**src/rtl/core_pkg.sv**
```systemverilog
// Shared types for the hps_io block-device front end: FSM states, request
// direction, the latched per-channel request and the grant-time validity check.
package core_pkg;

   localparam int SD_SECTOR_WORDS = 256;

   typedef enum logic [2:0] {
      IDLE,
      GRANT,
      REQ,
      XFER,
      DONE,
      ERR
   } sd_arb_state_t;

   typedef enum logic {
      DIR_RD = 1'b0,
      DIR_WR = 1'b1
   } sd_dir_t;

   typedef struct packed {
      logic [31:0] lba;
      sd_dir_t     dir;
   } sd_req_t;

   // A request may go out to the HPS only if the disk is mounted, the sector
   // lies inside the image, and it does not write to a read-only image.
   function automatic logic sd_req_ok(input sd_req_t     req,
                                      input logic        mounted,
                                      input logic        readonly,
                                      input logic [31:0] sectors);
      return mounted && (req.lba < sectors) && !((req.dir == DIR_WR) && readonly);
   endfunction

endpackage

```
**src/rtl/sd_rr_arb.sv**
```systemverilog
// Round-robin arbiter: the search starts at the channel after the last one
// granted; the pointer moves only when the advance strobe accepts a winner.
module sd_rr_arb #(
   parameter  int N  = 2,
   localparam int IW = (N > 1) ? $clog2(N) : 1
) (
   input  logic          i_clk,
   input  logic          i_reset,
   input  logic [N-1:0]  i_req,
   input  logic          i_adv,
   output logic [N-1:0]  o_grant,
   output logic [IW-1:0] o_idx,
   output logic          o_valid
);

   logic [IW-1:0] r_ptr;

   always_comb begin
      o_valid = 1'b0;
      o_idx   = '0;
      o_grant = '0;
      for (int k = 0; k < N; k++) begin
         if (!o_valid && i_req[(int'(r_ptr) + k) % N]) begin
            o_valid = 1'b1;
            o_idx   = IW'((int'(r_ptr) + k) % N);
         end
      end
      if (o_valid) begin
         o_grant[o_idx] = 1'b1;
      end
   end

   always_ff @(posedge i_clk) begin
      if (i_reset) begin
         r_ptr <= '0;
      end else if (i_adv && o_valid) begin
         r_ptr <= (o_idx == IW'(N - 1)) ? '0 : o_idx + 1'b1;
      end
   end

endmodule

```
**src/rtl/sd_blk_arb.sv**
```systemverilog
// Block-device front end: arbitrates single-sector client requests onto the
// shared hps_io sd_* interface and steers the sector stream to/from the winner.
module sd_blk_arb
   import core_pkg::*;
#(
   parameter int NUM_VD  = 2,
   parameter int TIMEOUT = 2**20
) (
   input  logic                   clk_sys,
   input  logic                   reset,
   input  logic [NUM_VD-1:0]      img_mounted,
   input  logic                   img_readonly,
   input  logic [63:0]            img_size,
   output logic [31:0]            sd_lba,
   output logic [NUM_VD-1:0]      sd_rd,
   output logic [NUM_VD-1:0]      sd_wr,
   input  logic [NUM_VD-1:0]      sd_ack,
   input  logic [7:0]             sd_buff_addr,
   input  logic [15:0]            sd_buff_dout,
   input  logic                   sd_buff_wr,
   output logic [15:0]            sd_buff_din,
   input  logic [NUM_VD-1:0]      cli_rd,
   input  logic [NUM_VD-1:0]      cli_wr,
   input  logic [NUM_VD*32-1:0]   cli_lba,
   output logic [NUM_VD-1:0]      cli_busy,
   output logic [NUM_VD-1:0]      cli_done,
   output logic [NUM_VD-1:0]      cli_err,
   output logic [NUM_VD-1:0]      cli_mounted,
   output logic [NUM_VD-1:0]      cli_ro,
   output logic [NUM_VD*32-1:0]   cli_sectors,
   output logic [NUM_VD-1:0]      cli_sel,
   output logic [7:0]             cli_addr,
   output logic                   cli_we,
   output logic [15:0]            cli_wdata,
   input  logic [NUM_VD*16-1:0]   cli_rdata
);

   localparam int CHW = (NUM_VD > 1) ? $clog2(NUM_VD) : 1;
   localparam int TW  = $clog2(TIMEOUT + 1);
   localparam int AW  = $clog2(SD_SECTOR_WORDS);

   sd_arb_state_t     r_state;
   sd_arb_state_t     w_state_nxt;
   logic [NUM_VD-1:0] r_pend;
   sd_req_t           r_req [NUM_VD];
   logic [NUM_VD-1:0] r_mnt;
   logic [NUM_VD-1:0] r_ro;
   logic [31:0]       r_sect [NUM_VD];
   logic [CHW-1:0]    r_ch;
   logic [TW-1:0]     r_cnt;

   logic [NUM_VD-1:0] w_arb_grant;
   logic [CHW-1:0]    w_arb_idx;
   logic              w_arb_valid;
   logic              w_arb_adv;
   sd_req_t           w_cur;
   logic              w_cur_ok;
   logic [TW-1:0]     w_cnt_inc;
   logic [15:0]       w_rdata_sel;
   logic [AW-1:0]     w_addr;

   assign w_arb_adv = (r_state == IDLE);

   sd_rr_arb #(
      .N (NUM_VD)
   ) u_rr_arb (
      .i_clk   (clk_sys),
      .i_reset (reset),
      .i_req   (r_pend),
      .i_adv   (w_arb_adv),
      .o_grant (w_arb_grant),
      .o_idx   (w_arb_idx),
      .o_valid (w_arb_valid)
   );

   assign w_cur       = r_req[r_ch];
   assign w_cur_ok    = sd_req_ok(w_cur, r_mnt[r_ch], r_ro[r_ch], r_sect[r_ch]);
   assign w_cnt_inc   = (r_cnt == TW'(TIMEOUT)) ? r_cnt : r_cnt + 1'b1;
   assign w_rdata_sel = cli_rdata[int'(r_ch) * 16 +: 16];
   assign w_addr      = sd_buff_addr;

   assign cli_busy    = r_pend;
   assign cli_mounted = r_mnt;
   assign cli_ro      = r_ro;
   assign cli_addr    = w_addr;
   assign cli_wdata   = sd_buff_dout;

   for (genvar g = 0; g < NUM_VD; g++) begin : g_sect
      assign cli_sectors[g*32 +: 32] = r_sect[g];
   end

   always_ff @(posedge clk_sys) begin
      if (reset) begin
         r_state <= IDLE;
         r_ch    <= '0;
      end else begin
         r_state <= w_state_nxt;
         if ((r_state == IDLE) && w_arb_valid && (|w_arb_grant)) begin
            r_ch <= w_arb_idx;
         end
      end
   end

   // Cleared on entering REQ so the budget is measured from sd_rd/sd_wr rise.
   always_ff @(posedge clk_sys) begin
      if (reset) begin
         r_cnt <= '0;
      end else if (r_state == GRANT) begin
         r_cnt <= '0;
      end else if (r_state == REQ) begin
         r_cnt <= w_cnt_inc;
      end
   end

   // A channel's pending bit doubles as its busy flag, so new pulses are
   // dropped until DONE/ERR releases it.
   always_ff @(posedge clk_sys) begin
      for (int i = 0; i < NUM_VD; i++) begin
         if (reset) begin
            r_pend[i]     <= 1'b0;
            r_req[i].lba  <= '0;
            r_req[i].dir  <= DIR_RD;
         end else if (((r_state == DONE) || (r_state == ERR)) && (r_ch == CHW'(i))) begin
            r_pend[i] <= 1'b0;
         end else if (!r_pend[i] && (cli_rd[i] || cli_wr[i])) begin
            r_pend[i]    <= 1'b1;
            r_req[i].lba <= cli_lba[i*32 +: 32];
            r_req[i].dir <= cli_rd[i] ? DIR_RD : DIR_WR;
         end
      end
   end

   always_ff @(posedge clk_sys) begin
      for (int i = 0; i < NUM_VD; i++) begin
         if (reset) begin
            r_mnt[i]  <= 1'b0;
            r_ro[i]   <= 1'b0;
            r_sect[i] <= '0;
         end else if (img_mounted[i]) begin
            r_mnt[i]  <= |img_size;
            r_ro[i]   <= img_readonly;
            r_sect[i] <= img_size[40:9];
         end
      end
   end

   always_comb begin
      w_state_nxt = r_state;
      sd_lba      = '0;
      sd_rd       = '0;
      sd_wr       = '0;
      sd_buff_din = '0;
      cli_sel     = '0;
      cli_done    = '0;
      cli_err     = '0;
      cli_we      = 1'b0;
      case (r_state)
         IDLE: begin
            if (w_arb_valid) begin
               w_state_nxt = GRANT;
            end
         end
         GRANT: begin
            w_state_nxt = w_cur_ok ? REQ : ERR;
         end
         REQ: begin
            sd_lba        = w_cur.lba;
            cli_sel[r_ch] = 1'b1;
            sd_buff_din   = w_rdata_sel;
            if (w_cur.dir == DIR_RD) begin
               sd_rd[r_ch] = 1'b1;
            end else begin
               sd_wr[r_ch] = 1'b1;
            end
            if (sd_ack[r_ch]) begin
               w_state_nxt = XFER;
            end else if (w_cnt_inc == TW'(TIMEOUT)) begin
               w_state_nxt = ERR;
            end
         end
         XFER: begin
            sd_lba        = w_cur.lba;
            cli_sel[r_ch] = 1'b1;
            sd_buff_din   = w_rdata_sel;
            cli_we        = sd_buff_wr && (w_cur.dir == DIR_RD);
            if (!sd_ack[r_ch]) begin
               w_state_nxt = DONE;
            end
         end
         DONE: begin
            cli_done[r_ch] = 1'b1;
            w_state_nxt    = IDLE;
         end
         ERR: begin
            cli_err[r_ch] = 1'b1;
            w_state_nxt   = IDLE;
         end
         default: begin
            w_state_nxt = IDLE;
         end
      endcase
   end

endmodule

```
**config.mk**
```make
export PLATFORM = sky130hd
export DESIGN_NAME = sd_blk_arb
export DESIGN_NICKNAME = d
export VERILOG_FILES = /design/src/rtl/core_pkg.sv /design/src/rtl/sd_rr_arb.sv /design/src/rtl/sd_blk_arb.sv
export SDC_FILE = /design/constraint.sdc
export NUM_CORES = 1
export LEC_CHECK = 0
export CORE_MARGIN = 2
export CORE_UTILIZATION = 44
export DETAILED_ROUTE_END_ITERATION = 10
export PLACE_DENSITY = 0.81
export SLEW_MARGIN = 0
export SYNTH_ARGS = -nofsm -noshare
export SYNTH_HDL_FRONTEND = slang
export SYNTH_SLANG_ARGS = --single-unit
```
**constraint.sdc**
```tcl
create_clock -name clk_sys -period 5.4 [get_ports clk_sys]
set_clock_uncertainty 0.05 [all_clocks]
set_input_delay 1.08 -clock clk_sys [delete_from_list [all_inputs] [get_ports clk_sys]]
set_output_delay 1.08 -clock clk_sys [all_outputs]
set_load 0.005 [all_outputs]
```
==> flow_metrics.tcl, run 1 <==
set metrics [dict create \
    synth_edf_count 130 \
    fin_nets 1287 \
    clockBufferDepth 2 \
    drv_slew 0 \
    drive_above_1_share 0.0850 \
    crit_chain "nand2b_1 > nor2_1 > nand2_1 > nor2_1 > clkdlybuf4s50_1" \
    rsz0062_at_grt "no" \
    die_w_um 146 \
    gp_congestion 0.898 \
    hold_viol 0 \
    power.density_nw_per_um2 350 \
    start_util 0.444 \
    min_to "r_cnt[1]" \
    tightest_slew_ns 1.17 \
    yosysUniqueCellTypes 53 \
    synth_flop_cell "edfxtp_1" \
    dp_hpwl_mm 19.2 \
    syn_area_um2 8900 \
    dp.cells 1309 \
    dp_slack_ns 1.74 \
    synth.most_common_cell "and2_1" \
    synth_area_leader_cell "edfxtp_1" \
    dieHeight_um 146 \
    placementRows 52 \
    synth_warnings 0 \
    antenna_found_initial 1 \
    outcome "complete, no violations" \
    stdcell_count 1340 \
    grt_max_degree 52 \
    dieArea_um2 21400 \
    synth_area_leaders "edfxtp_1 44%, and2_1 12%, dfxtp_1 7.4%, mux2i_1 6.3%, ha_1 4.6%" \
    min_from "r_cnt[1]" \
    netlist_instances 799 \
    slowest_stage "nor2_1" \
    worstPathRequired_ns 4.27 \
    coreArea_um2 20000 \
    cp_slowest_stage_delay_ns 0.59 \
    synth-xor-area-share 0.0207 \
    whs_ns 0.464 \
    cpLargestDelayFamily "simple AND/OR/NAND/NOR gates" \
    ios 349 \
    synth_seq_area_share 0.513 \
    leakage_nw 4.65 \
    ir_drop_uv 300 \
    clk_pin_slew_ns 0.06 \
    max_freq_mhz 243 \
    vias 7079 \
    holdPathStages 2 \
    fin_ws_ns 1.29 \
    cts.repair.resized 0 \
    crit_type "register to output port" \
    power_mw 4.40 \
    grt_pass1_vias 6946 \
    synthMuxAreaShare 0.102 \
    yosys-top-cells-count "164 x and2_1, 130 x edfxtp_1, 56 x mux2i_1" \
    dr.pass1.iters 4 \
    ant_nets 0 \
    setup_violations 0 \
    min_period_ns 4.11 \
    period_share 0.761 \
    reg2reg_to "r_state[1]" \
    routed_wl_mm 25.5 \
    syn-mean-instance-area_um2 11.1 \
    place_area_um2 12000 \
    cp-start-kind "register" \
    path_buf_inv 1 \
    yosys.area_share.simple 0.224 \
    insertedDiodeCount 0 \
    path_common_cell "nor2_1" \
    grt-ovfl-total 0 \
    netlist.area_leader.share 0.439 \
    cts-root-buf "clkbuf_16" \
    wl_per_cell_um 19.0 \
    rrSetupSlack_ns 1.86 \
    cts.htree.levels 4 \
    cts_buffers 17 \
    grt_pass1_wl_mm 38.6 \
    worst_skew_pair.late_latency_ns 0.43 \
    clkSinkCount 163 \
    cts_tree "built" \
    drc_errors 0 \
    synth_compound_area_frac 0.0474 \
    crit_arrival_ns 2.98 \
    final_util 0.628 \
    dr.first_iter.drc_count 325 \
    vias_per_cell 5.28 \
    end_kind "output port" \
    tns_ns 0 \
    synthAdderAreaFrac 0.0464 \
    io_buffer_count 300 \
    slew_headroom 0.217 \
    synth_nets 1028 \
    postLayoutCellArea_um2 12600 \
    cts_setup_buffers 0 \
    ctsHoldBuffers 0 \
    syn_to_final_growth_pct 41.4 \
    critPathMaxFanout 24 \
    synth_top_family_by_area "simple AND/OR/NAND/NOR gates" \
    ys_seq_elements 163 \
    postSynth.asyncResetShare 0 \
    grtUsageTotal 0.235 \
    max_cap_viol_count 0 \
    hold_class "register to register" \
    reg2regPathDepth 10 \
]
## routing by layer
| layer | wire (µm) | GRT usage | part of all wire | up-vias |
|---|---|---|---|---|
| met4 | 807 | 0.0932 | 0.032 | 2 |
| li1 | - | - | - | 3368 |
| met3 | 1920 | 0.0572 | 0.075 | 43 |
| met2 | 12700 | 0.397 | 0.50 | 312 |
| met5 | 11 | 0 | 0.00043 | - |
| met1 | 10100 | 0.292 | 0.39 | 3354 |
## final cells by class
cell class	count	area, µm²
sequential	163	4570
tap	270	338
timing repair buffer	308	3060
clock inverter	14	169
fill	1622	7450
clock buffer	17	425
multi-input combinational	555	3970
inverter	13	48.8
## state kept, by name, indices dropped and copies added (netlist names), named ones only
register	cells
cli_busy	2
cli_mounted	2
cli_ro	2
r_ch	1
r_cnt	21
r_req	66
r_sect	64
r_state	3
u_rr_arb.r_ptr	1
## tightest hold or removal path: stages (launching register included)
cell and delay, ns:
dfxtp_1 0.34, nand2_1 0.07, a21oi_1 0.06
## power breakdown
group	total, mW	leakage [nW]	internal, mW	switching (mW)
clock network	1.22	0.283	0.695	0.526
logic	1.48	2.69	0.770	0.707
registers	1.70	1.68	1.54	0.165
## worst max-delay path by stage
stage | start | end | slack (ns) | cells past startpoint
2_1_floorplan | cli_wr[0] | r_req[0][0] | 1.26 | 2
3_3_place_gp | r_state[1] | sd_rd[1] | 1.83 | 5
6_report | r_state[1] | sd_rd[1] | 1.29 | 5
4_1_cts | r_state[1] | sd_rd[1] | 1.28 | 5
5_1_grt | r_state[1] | sd_rd[1] | 1.01 | 5
3_5_place_dp | r_state[1] | sd_rd[1] | 1.74 | 5
## placed cells by master (no fill, tap or decap), types with 3 or more instances in the layout
cell type and instances:
a211oi_1 5, nor3_1 14, clkinvlp_4 3, clkbuf_16 17
a31oi_1 3, or3_1 4, nor4_1 21, nand3_1 15
o22ai_1 3, xnor2_1 8, mux2i_1 56, inv_1 13
nor2b_1 5, nand2_1 26, o21ai_0 7, inv_6 4
and2_1 164, dfxtp_1 32, xor2_1 13, and4_1 3
mux2_2 31, clkdlybuf4s50_1 300, buf_4 8, nor4_2 4
nand4_1 20, nor2_1 55, a21oi_1 21, nor2b_2 3
inv_8 3, edfxtp_1 130, or2_2 5, a21o_1 7
ha_1 33
## kinds of logic (layout without fill, tap and decap cells)
| group | Yosys count | in the layout |
|---|---|---|
| AND/OR/NAND/NOR | 351 | 351 |
| flip-flops | 163 | 163 |
| multiplexers | 87 | 87 |
| buffers and inverters | 81 | 352 |
| AO/OA/AOI/OAI | 63 | 63 |
| adder cells (fa/ha/maj) | 33 | 33 |
| XOR/XNOR | 21 | 21 |
No activity file was read; power rests on OpenSTA's default activity.
==> inputs of run 2 (changes only) <==
--- a/config.mk
+++ b/config.mk
@@ -6,9 +6,9 @@
 export NUM_CORES = 1
 export LEC_CHECK = 0
 export CORE_MARGIN = 2
-export CORE_UTILIZATION = 44
+export CORE_UTILIZATION = 40
 export DETAILED_ROUTE_END_ITERATION = 10
-export PLACE_DENSITY = 0.81
+export PLACE_DENSITY = 0.77
 export SLEW_MARGIN = 0
 export SYNTH_ARGS = -nofsm -noshare
 export SYNTH_HDL_FRONTEND = slang
==> constraint.sdc (replaced) <==
create_clock -name clk_sys -period 3.35 [get_ports clk_sys]
set_clock_uncertainty 0.05 [all_clocks]
set_input_delay 0.67 -clock clk_sys [delete_from_list [all_inputs] [get_ports clk_sys]]
set_output_delay 0.67 -clock clk_sys [all_outputs]
set_load 0.005 [all_outputs]
==> run 2 against run 1 <==
- non-clock buffer count rose by 22
- register-to-register slack got worse by 1.7 ns
- combinational power rose by 74%
- die area rose by 9.7%
- final cell count rose by 2.5%
- worst setup slack got worse by 1.2 ns
==> flow_metrics.tcl, run 2 (synthesis gave the netlist of run 1 again) <==
set metrics [dict create \
    rrSetupSlack_ns 0.13 \
    start_util 0.408 \
    wl_met1_mm 11.8 \
    cp-start-kind "register" \
    path_common_cell "or4_4" \
    p_sw_frac 0.309 \
    gp_congestion 0.848 \
    top_register "r_req" \
    grt-ovfl-total 0 \
    grtUsageTotal 0.236 \
    place_area_um2 12200 \
    grt_pass1_vias 7361 \
    cpLargestDelayFamily "simple AND/OR/NAND/NOR gates" \
    multi_input_area_um2 4000 \
    clockBufferDepth 2 \
    ctsHoldBuffers 0 \
    coreArea_um2 21800 \
    final_cell_mix "300 x clkdlybuf4s50_1, 164 x and2_1, 130 x edfxtp_1" \
    dp_slack_ns 0.0913 \
    fin_nets 1309 \
    whs_ns 0.445 \
    tightest_slew_ns 1.14 \
    drv_slew 0 \
    met3_length_mm 1.88 \
    io_buffer_count 300 \
    dieHeight_um 153 \
    ir_drop_uv 356 \
    nFillCells 1810 \
    critPathMaxFanout 5 \
    pwr-share-clk 0.260 \
    cp_slowest_stage_delay_ns 0.54 \
    drc_errors 0 \
    worst_skew_pair.late_latency_ns 0.42 \
    fin_ws_ns 0.126 \
    hold_viol 0 \
    rsz0062_at_grt "no" \
    wl_per_cell_um 20.3 \
    vias 7208 \
    clk_pin_slew_ns 0.06 \
    hold_class "register to register" \
    dp_hpwl_mm 20.7 \
    ant_nets 0 \
    internal_power_mw 4.91 \
    tns_ns 0 \
    leakage_nw 4.77 \
    vias_per_cell 5.25 \
    reg2regPathDepth 10 \
    antenna_found_initial 1 \
    crit_type "register to register" \
    crit_arrival_ns 3.50 \
    top_regs "r_req (66), r_sect (64), r_cnt (21)" \
    clkSinkCount 163 \
    grt_pass1_wl_mm 42.4 \
    critPathLaunch "r_cnt[0]" \
    placementRows 54 \
    syn_to_final_growth_pct 43.9 \
    die_w_um 153 \
    drive_above_1_share 0.102 \
    r2r_start "r_cnt[0]" \
    maxUsedRoutingLayer "met4" \
    dr.pass1.iters 5 \
    grt_max_degree 34 \
    cts_buffers 17 \
    max_freq_mhz 310 \
    endpoint "r_state[0]" \
    max_cap_viol_count 0 \
    cts-root-buf "clkbuf_16" \
    period_share 0.962 \
    cts.htree.levels 4 \
    setup_violations 0 \
    power_frac_seq 0.378 \
    slew_headroom 0.238 \
    regArea_um2 4570 \
    cp.depth 10 \
    final_common_cell "clkdlybuf4s50_1" \
    cts_tree "built" \
    routed_wl_mm 28.0 \
    postLayoutCellArea_um2 12800 \
    worstPathRequired_ns 3.62 \
    reg2reg_to "r_state[0]" \
    power.density_nw_per_um2 555 \
    end_kind "register" \
    power.switching_mw 2.20 \
    path_buf_inv 1 \
    power_mw 7.10 \
    ios 349 \
    pwr-share-comb 0.362 \
    slowest_stage "or4_4" \
    outcome "complete, no violations" \
    dieArea_um2 23500 \
    wl_met2_mm 13.5 \
    dr.first_iter.drc_count 490 \
    largest_register_ffs 66 \
    crit_chain "inv_1 > ha_1 > nor4bb_2 > nand4_1 > or4_4 > or3_1 > a2111oi_4 > a31oi_1 > or4_4 > o32ai_1" \
    min_period_ns 3.22 \
]
## run 2: cell types whose count changed in the layout (fill, tap and decap cells not counted), sizes merged
cell,previous run,this run
clkbuf,17,20
buf,8,30
clkinv,2,8
clkinvlp,3,2
inv,20,13
diode,0,1
## run 2: repair_timing
action,4_1_cts,5_1_grt
resized for setup,1,4
pin swaps,0,1
buffers inserted,0,1
setup endpoints to repair,3,3
## run 2: power groups by stage
stage          combinational (mW)  sequential, mW  clock (mW)
4_1_cts                      2.53            2.71        1.87
3_3_place_gp                 2.44            2.74           0
3_5_place_dp                 2.50            2.75           0
6_report                     2.57            2.68        1.85
2_1_floorplan                1.46            2.61           0
5_1_grt                      2.80            2.71        1.95
## run 2: stage by stage
stage                      util  cells
after floorplan               -    799
after global placement    0.560   1340
after detailed placement  0.560   1340
after CTS                 0.585   1372
after global routing      0.587   1374
final                     0.587   1374
## run 2: worst min-delay path: stages (launching register included)
cell and delay (ns):
dfxtp_1 0.32, inv_1 0.05, o22ai_1 0.07
## run 2: cell type report
class | count | share of cell area
well taps | 280 | 0.0274
flip-flops and latches | 163 | 0.357
repair buffers | 330 | 0.257
clock buffers | 20 | 0.0341
inverters | 13 | 0.00381
diodes | 1 | 0.000195
clock inverters | 12 | 0.00899
multi-input cells | 555 | 0.312
## run 2: worst min-delay path by stage
stage,start,endpoint,slack [ns],cells past startpoint
floorplan,r_cnt[1],r_cnt[1],0.42,2
global placement,cli_mounted[0],cli_mounted[0],0.43,2
global route,cli_mounted[0],cli_mounted[0],0.48,2
detailed placement,cli_mounted[0],cli_mounted[0],0.44,2
CTS,cli_mounted[0],cli_mounted[0],0.45,2
finish,cli_mounted[0],cli_mounted[0],0.44,2
## run 2: metal layers
| layer | up-vias | GRT usage |
|---|---|---|
| li1 | 3414 | - |
| met1 | 3448 | 0.305 |
| met2 | 308 | 0.396 |
| met3 | 38 | 0.0559 |
| met4 | 0 | 0.0688 |
| met5 | - | 0 |
